File: src/rtl/c_buffer_drain_if.sv
// -----------------------------------------------------------------------------
// c_buffer_drain_if
//
// Purpose
//   Groups the two bus-level connections of the C-buffer drain engine:
//     * the read port toward the C buffer (index, read enable, read data)
//     * the word stream toward the consumer (valid / ready / data)
//
// Signals
//   buf_index_out  [ADDR_BITS] drain -> buffer  row index to read
//   buf_out        [1]         drain -> buffer  read enable
//   buf_data       [DATA_BITS] buffer -> drain  registered read data
//   word_valid     [1]         drain -> sink    word_data holds a valid word
//   word_ready     [1]         sink  -> drain   consumer accepts the word
//   word_data      [WORD_BITS] drain -> sink    output word
//
// Modports
//   master : the drain engine side
//   slave  : the C buffer + consumer side (testbench / surrounding logic)
// -----------------------------------------------------------------------------
interface c_buffer_drain_if #(
  parameter int ADDR_BITS = 16,
  parameter int DATA_BITS = 128,
  parameter int WORD_BITS = 32
);

  logic [ADDR_BITS-1:0] buf_index_out;
  logic                 buf_out;
  logic [DATA_BITS-1:0] buf_data;

  logic                 word_valid;
  logic                 word_ready;
  logic [WORD_BITS-1:0] word_data;

  modport master (
    output buf_index_out,
    output buf_out,
    input  buf_data,
    output word_valid,
    input  word_ready,
    output word_data
  );

  modport slave (
    input  buf_index_out,
    input  buf_out,
    output buf_data,
    input  word_valid,
    output word_ready,
    input  word_data
  );

endinterface : c_buffer_drain_if

File: src/rtl/c_buffer_drain.sv
// -----------------------------------------------------------------------------
// c_buffer_drain
//
// Purpose
//   Drains a contiguous range of rows from the C buffer and streams each row
//   out as DATA_BITS/WORD_BITS words over a valid/ready handshake, lowest
//   word first. Row indices wrap modulo 2^ADDR_BITS.
//
//   Per row the engine spends one READ cycle (read enable + index to the
//   buffer; the buffer captures on the falling edge so its data is ready at
//   the rising edge that ends READ) followed by one SEND cycle per word when
//   the consumer never stalls.
//
// Ports
//   clk        in   1          single clock, rising-edge state updates
//   rst        in   1          synchronous active-high reset
//   start      in   1          one-cycle drain request (ignored unless idle)
//   base_addr  in   ADDR_BITS  first row index, sampled with start
//   num_rows   in   ADDR_BITS  number of rows, sampled with start
//   busy       out  1          high in READ and SEND
//   done       out  1          one-cycle completion pulse (FINISH state)
//   bus        master modport of c_buffer_drain_if
//                   (buf_index_out, buf_out, buf_data,
//                    word_valid, word_ready, word_data)
// -----------------------------------------------------------------------------
module c_buffer_drain #(
  parameter int ADDR_BITS = 16,
  parameter int DATA_BITS = 128,
  parameter int WORD_BITS = 32
) (
  input  logic                 clk,
  input  logic                 rst,
  input  logic                 start,
  input  logic [ADDR_BITS-1:0] base_addr,
  input  logic [ADDR_BITS-1:0] num_rows,
  output logic                 busy,
  output logic                 done,
  c_buffer_drain_if.master     bus
);

  // ---------------------------------------------------------------------------
  // Derived sizes
  // ---------------------------------------------------------------------------
  localparam int WORDS    = DATA_BITS / WORD_BITS;
  // Keep the counter at least one bit wide so a one-word row still elaborates.
  localparam int CNT_BITS = (WORDS > 1) ? $clog2(WORDS) : 1;

  localparam logic [CNT_BITS-1:0]  LAST_WORD = CNT_BITS'(WORDS - 1);
  localparam logic [ADDR_BITS-1:0] ONE_ROW   = ADDR_BITS'(1);

  // ---------------------------------------------------------------------------
  // State
  // ---------------------------------------------------------------------------
  typedef enum logic [1:0] {
    IDLE,
    READ,
    SEND,
    FINISH
  } state_t;

  state_t state, state_next;

  logic [ADDR_BITS-1:0]              row_addr;
  logic [ADDR_BITS-1:0]              rows_left;
  logic [CNT_BITS-1:0]               word_cnt;
  // Row held as a packed array of words so word selection is a plain index.
  logic [WORDS-1:0][WORD_BITS-1:0]   row_reg;

  logic last_word;
  logic transfer;

  assign last_word = (word_cnt == LAST_WORD);
  assign transfer  = (state == SEND) && bus.word_ready;

  // ---------------------------------------------------------------------------
  // State register
  // ---------------------------------------------------------------------------
  // NOTE: sequential state is written with non-blocking assignments so every
  // register samples its inputs from the same pre-edge values.
  always_ff @(posedge clk) begin
    if (rst) begin
      state <= IDLE;
    end else begin
      state <= state_next;
    end
  end

  // ---------------------------------------------------------------------------
  // Next-state logic
  // ---------------------------------------------------------------------------
  // NOTE: state_next gets a default before the case so every path assigns it
  // and no latch is inferred.
  always_comb begin
    state_next = state;
    unique case (state)
      IDLE: begin
        if (start) begin
          // An empty range skips straight to the completion pulse.
          state_next = (num_rows == '0) ? FINISH : READ;
        end
      end

      READ: begin
        state_next = SEND;
      end

      SEND: begin
        if (transfer && last_word) begin
          // rows_left still counts the row being finished here.
          state_next = (rows_left > ONE_ROW) ? READ : FINISH;
        end
      end

      FINISH: begin
        state_next = IDLE;
      end

      default: begin
        state_next = IDLE;
      end
    endcase
  end

  // ---------------------------------------------------------------------------
  // Datapath registers
  // ---------------------------------------------------------------------------
  // NOTE: row_reg is an ordinary register (not a RAM), so it is cleared by
  // reset together with the counters; stale row data never reaches word_data.
  always_ff @(posedge clk) begin
    if (rst) begin
      row_addr  <= '0;
      rows_left <= '0;
      word_cnt  <= '0;
      row_reg   <= '0;
    end else begin
      unique case (state)
        IDLE: begin
          if (start) begin
            row_addr  <= base_addr;
            rows_left <= num_rows;
          end
        end

        READ: begin
          // Buffer has captured on the falling edge inside READ; take it now.
          row_reg  <= bus.buf_data;
          word_cnt <= '0;
        end

        SEND: begin
          if (transfer) begin
            word_cnt <= word_cnt + CNT_BITS'(1);
            if (last_word) begin
              rows_left <= rows_left - ONE_ROW;
              // Natural ADDR_BITS overflow gives the required wrap to zero.
              row_addr  <= row_addr + ONE_ROW;
            end
          end
        end

        default: begin
        end
      endcase
    end
  end

  // ---------------------------------------------------------------------------
  // Outputs
  // ---------------------------------------------------------------------------
  // Decoded from state. Gating with rst holds every output at its reset value
  // for the whole reset window, including the cycle before the reset edge.
  always_comb begin
    busy              = 1'b0;
    done              = 1'b0;
    bus.buf_out       = 1'b0;
    bus.buf_index_out = '0;
    bus.word_valid    = 1'b0;
    bus.word_data     = '0;

    if (!rst) begin
      unique case (state)
        READ: begin
          busy              = 1'b1;
          bus.buf_out       = 1'b1;
          bus.buf_index_out = row_addr;
        end

        SEND: begin
          // row_reg and word_cnt only move on a transfer, so the word stays
          // stable while the consumer stalls.
          busy           = 1'b1;
          bus.word_valid = 1'b1;
          bus.word_data  = row_reg[word_cnt];
        end

        FINISH: begin
          done = 1'b1;
        end

        default: begin
        end
      endcase
    end
  end

endmodule : c_buffer_drain

File: src/flat_wrapper.sv
// flat-port wrapper written by rule: the top's interface ports become plain ports
module c_buffer_drain_flat 
#(
  parameter int ADDR_BITS = 16,
  parameter int DATA_BITS = 128,
  parameter int WORD_BITS = 32
)
  (clk, rst, start, base_addr, num_rows, busy, done, bus_buf_index_out, bus_buf_out, bus_buf_data, bus_word_valid, bus_word_ready, bus_word_data);
  c_buffer_drain_if #(.ADDR_BITS(ADDR_BITS), .DATA_BITS(DATA_BITS), .WORD_BITS(WORD_BITS)) bus_i ();
  input  logic clk;
  input  logic rst;
  input  logic start;
  input  logic [ADDR_BITS-1:0] base_addr;
  input  logic [ADDR_BITS-1:0] num_rows;
  output logic busy;
  output logic done;
  output wire logic [$bits(bus_i.buf_index_out)-1:0] bus_buf_index_out;
  output wire logic [$bits(bus_i.buf_out)-1:0] bus_buf_out;
  input wire logic [$bits(bus_i.buf_data)-1:0] bus_buf_data;
  output wire logic [$bits(bus_i.word_valid)-1:0] bus_word_valid;
  input wire logic [$bits(bus_i.word_ready)-1:0] bus_word_ready;
  output wire logic [$bits(bus_i.word_data)-1:0] bus_word_data;
  assign bus_buf_index_out = bus_i.buf_index_out;
  assign bus_buf_out = bus_i.buf_out;
  assign bus_i.buf_data = bus_buf_data;
  assign bus_word_valid = bus_i.word_valid;
  assign bus_i.word_ready = bus_word_ready;
  assign bus_word_data = bus_i.word_data;
  c_buffer_drain #(.ADDR_BITS(ADDR_BITS), .DATA_BITS(DATA_BITS), .WORD_BITS(WORD_BITS)) u_core (.clk(clk), .rst(rst), .start(start), .base_addr(base_addr), .num_rows(num_rows), .busy(busy), .done(done), .bus(bus_i));
endmodule
File: config.mk
export PLATFORM = sky130hd
export DESIGN_NAME = c_buffer_drain_flat
export DESIGN_NICKNAME = d
export VERILOG_FILES = /design/src/rtl/c_buffer_drain_if.sv /design/src/rtl/c_buffer_drain.sv /design/src/flat_wrapper.sv
export SDC_FILE = /design/constraint.sdc
export NUM_CORES = 1
export LEC_CHECK = 0
export ABC_AREA = 1
export BUFFER_PORTS_ARGS = -buffer_cell sky130_fd_sc_hd__buf_4
export CAP_MARGIN = 20
export CORE_UTILIZATION = 50
export CTS_CLUSTER_DIAMETER = 50
export DETAILED_ROUTE_END_ITERATION = 8
export PLACE_DENSITY = 0.83
export SYNTH_ARGS = -nofsm -noshare
export SYNTH_HDL_FRONTEND = slang
export SYNTH_SLANG_ARGS = --single-unit
File: constraint.sdc
create_clock -name clk -period 3.65 [get_ports clk]
set_input_delay 0.365 -clock clk [delete_from_list [all_inputs] [get_ports clk]]
set_output_delay 0.365 -clock clk [all_outputs]
set_load 0.05 [all_outputs]
==> impl_metrics.csv <==
group,metric,value,unit
run_status,status,"finished, final reports clean",
pwr,p_total,8.26,mW
clock_network,clock-sinks,164,
floorplan,initial_core_util,50.9,%
clock_network,clk_pin_slew_worst_paths,0.06,ns
logic_synthesis,ys_types,29,
clock_network,postCtsHoldBufs,0,
clock_network,cts_root_buffer,"clkbuf_16",
sta,fin_ws,0.768,ns
grt,grt_pass1_wl,38.5,mm
routing,drc,0,
routing,wl_met3,1.48,mm
logic_synthesis,synth_nets,1440,
finish,fin_util,65.1,%
finish,largest_register_ff_count,128,
critical_path,rrSetupSlack,0.93,ns
critical_path,arrival,2.52,ns
logic_synthesis,synth_common_cells,"nor2_1 (474), o21ai_0 (221), dfxtp_1 (164)",
sta,fmax,347,MHz
pwr,p_leak,4.63,nW
logic_synthesis,async_reset_ff_share,0,%
critical_path,path_max_fanout,31,
critical_path,reg2reg_to,"u_core.row_addr[6]",
logic_synthesis,synth_area,0.00806,mm²
pwr,power_density,801,mW/mm²
critical_path,startpoint,"u_core.word_cnt[1]",
finish,area_growth,27.9,%
logic_synthesis,yosysSeqAreaShare,40.7,%
pwr,vdd_drop_max,0.458,mV
sta,rsz0062_at_grt,"false",
grt,grt_max_degree,132,
logic_synthesis,yosysTopAreaCell,"dfxtp_1",
clock_network,post_cts_buffers,0,
grt,gr-total-overflow,0,
clock_network,ctsResizeCount,0,
routing,wl_per_cell,14.8,µm
routing,drtPass1Iterations,5,
routing,highest_layer,"met4",
sta,finalCritPeriodShare,79.0,%
finish,stdcell_count,1656,
clock_network,cts_tree,"yes",
hold_path,min_path_type,"primary input to flip-flop",
clock_network,clk_path_buf_depth,2,
logic_synthesis,synth_most_common_cell,"nor2_1",
grt,antenna_found_initial,0,
floorplan,num_io_pins,216,
logic_synthesis,netlist.area_leader.share,40.7,%
sta,worst_pin_slew,1.14,ns
logic_synthesis,ys.flop_type,"dfxtp_1",
grt,grt_pass1_vias,8095,
sta,period_minus_slack,2.88,ns
floorplan,die-area,0.0166,mm²
place,place_inst,1624,
critical_path,reg2reg_depth,11,
sta,skew,0.00801,ns
logic_synthesis,postSynthCellCount,1268,
critical_path,end_kind,"primary output",
sta,tns,0,ns
run,cap_violations,0,
floorplan,die-height,129,µm
critical_path,worstReg2RegStart,"u_core.state[0]",
routing,vias_per_cell,5.35,
clock_network,clock_latency,0.42,ns
sta,slew_headroom,24.1,%
critical_path,required,3.28,ns
clock_network,cts_made_buffers,17,
floorplan,rows,46,
floorplan,core_area,0.0158,mm²
place,hpwl,16.2,mm
sta,setup_violations,0,
critical_path,critical_path.startpoint_type,"flip-flop",
logic_synthesis,synth.area.top_cells,"dfxtp_1 (41%), nor2_1 (22%), o21ai_0 (14%)",
grt,track_usage,29.3,%
place,place_ws,1.02,ns
logic_synthesis,synth-edff-count,0,
critical_path,cp-endpoint,"bus_word_data[0]",
logic_synthesis,synth_warnings,0,
routing,ant_nets,0,
sta,finalHoldViolations,0,
finish,num_antenna_cells,0,
sta,slew_viol_final,0,
place,port_buffers,215,
logic_synthesis,syn_area_per_cell,6.36,µm²
finish,num-nets-final,1600,
routing,m1WireLength,10.2,mm
finish,drive_gt1_share,18.8,%
logic_synthesis,synth_seq_cells,164,
routing,dr_wl_met2,11.9,mm
floorplan,die_w,129,µm
routing,routed_wl,24.5,mm
place,gp_congestion,0.927,
routing,drt_iter0_markers,871,
finish,nFillCells,1456,
critical_path,criticalPathCategory,"flip-flop to primary output",
routing,vias,8867,
clock_network,htree_levels,4,
[power breakdown]
group	switching (mW)	total (mW)	internal [mW]
Clock	0.710	1.83	1.12
Combinational	2.37	3.50	1.12
Sequential	0.436	2.93	2.50
Total	3.52	8.26	4.74
[worst min path at each step]
stage | from | to | slack [ns] | cells after the start
3_5_place_dp | u_core.row_reg[62] | u_core.row_reg[62] | 0.45 | 2
5_1_grt | bus_buf_data[125] | u_core.row_reg[125] | 0.16 | 3
2_1_floorplan | u_core.row_reg[126] | u_core.row_reg[126] | 0.43 | 2
6_report | bus_buf_data[122] | u_core.row_reg[122] | 0.16 | 3
4_1_cts | bus_buf_data[122] | u_core.row_reg[122] | 0.15 | 3
3_3_place_gp | u_core.row_reg[62] | u_core.row_reg[62] | 0.44 | 2
[final cells by class]
class,instances,area (µm²),area share [%]
repair buffers,227,1740,16.8
clock buffers,22,474,4.60
multi-input cells,967,4220,41.0
flip-flops and latches,164,3280,31.9
well taps,216,270,2.62
inverters,51,195,1.89
clock inverters,9,126,1.23
[stage by stage]
step                hold WS (ns)  cell area, µm²
global route               0.160           10300
CTS                        0.153           10300
global placement           0.445            9680
detailed placement         0.448            9680
floorplan                  0.434            8060
finish                     0.157           10300
[critical path: stages, from the launching register on]
cell	delay (ns)
dfxtp_1	0.63
inv_1	0.60
nor2_1	0.26
o21ai_0	0.16
a21oi_1	0.21
buf_4	0.23
[layer usage]
layer	vias up	global-route usage, %
met4	0	14.9
met3	64	5.07
li1	4384	-
met1	4061	35.7
met5	-	0
met2	358	49.8
[kinds of logic (layout without fill, tap and decap cells)]
| logic type | after synthesis | in the layout | synth area share [%] |
|---|---|---|---|
| AOI/OAI and AO/OA | 304 | 304 | 19.3 |
| adders and majority gates | 8 | 8 | 1.24 |
| xor gates and xnor gates | 2 | 2 | 0.217 |
| DFF | 164 | 164 | 40.7 |
| and+or+nand+nor | 653 | 653 | 31.5 |
| buffers and inverters | 137 | 309 | 7.03 |
[placed cells by master, fill, tap and decap left out, types with 2 or more instances in the layout]
cell	synthesis	final
or2_2	4	4
inv_2	3	2
a21oi_1	71	71
clkbuf_8	0	3
inv_1	47	46
bufinv_16	0	3
buf_4	0	225
ha_1	8	7
nand3_1	32	32
xor2_1	2	2
dfxtp_1	164	163
o21ai_0	221	221
nand2_1	129	129
o211ai_1	3	3
clkbuf_16	0	17
clkinv_2	0	5
nor2_1	474	474
nand4_1	6	6
nor3_1	5	5
clkbuf_1	51	2
a31oi_1	4	4
(Power assumes the default switching activity.)
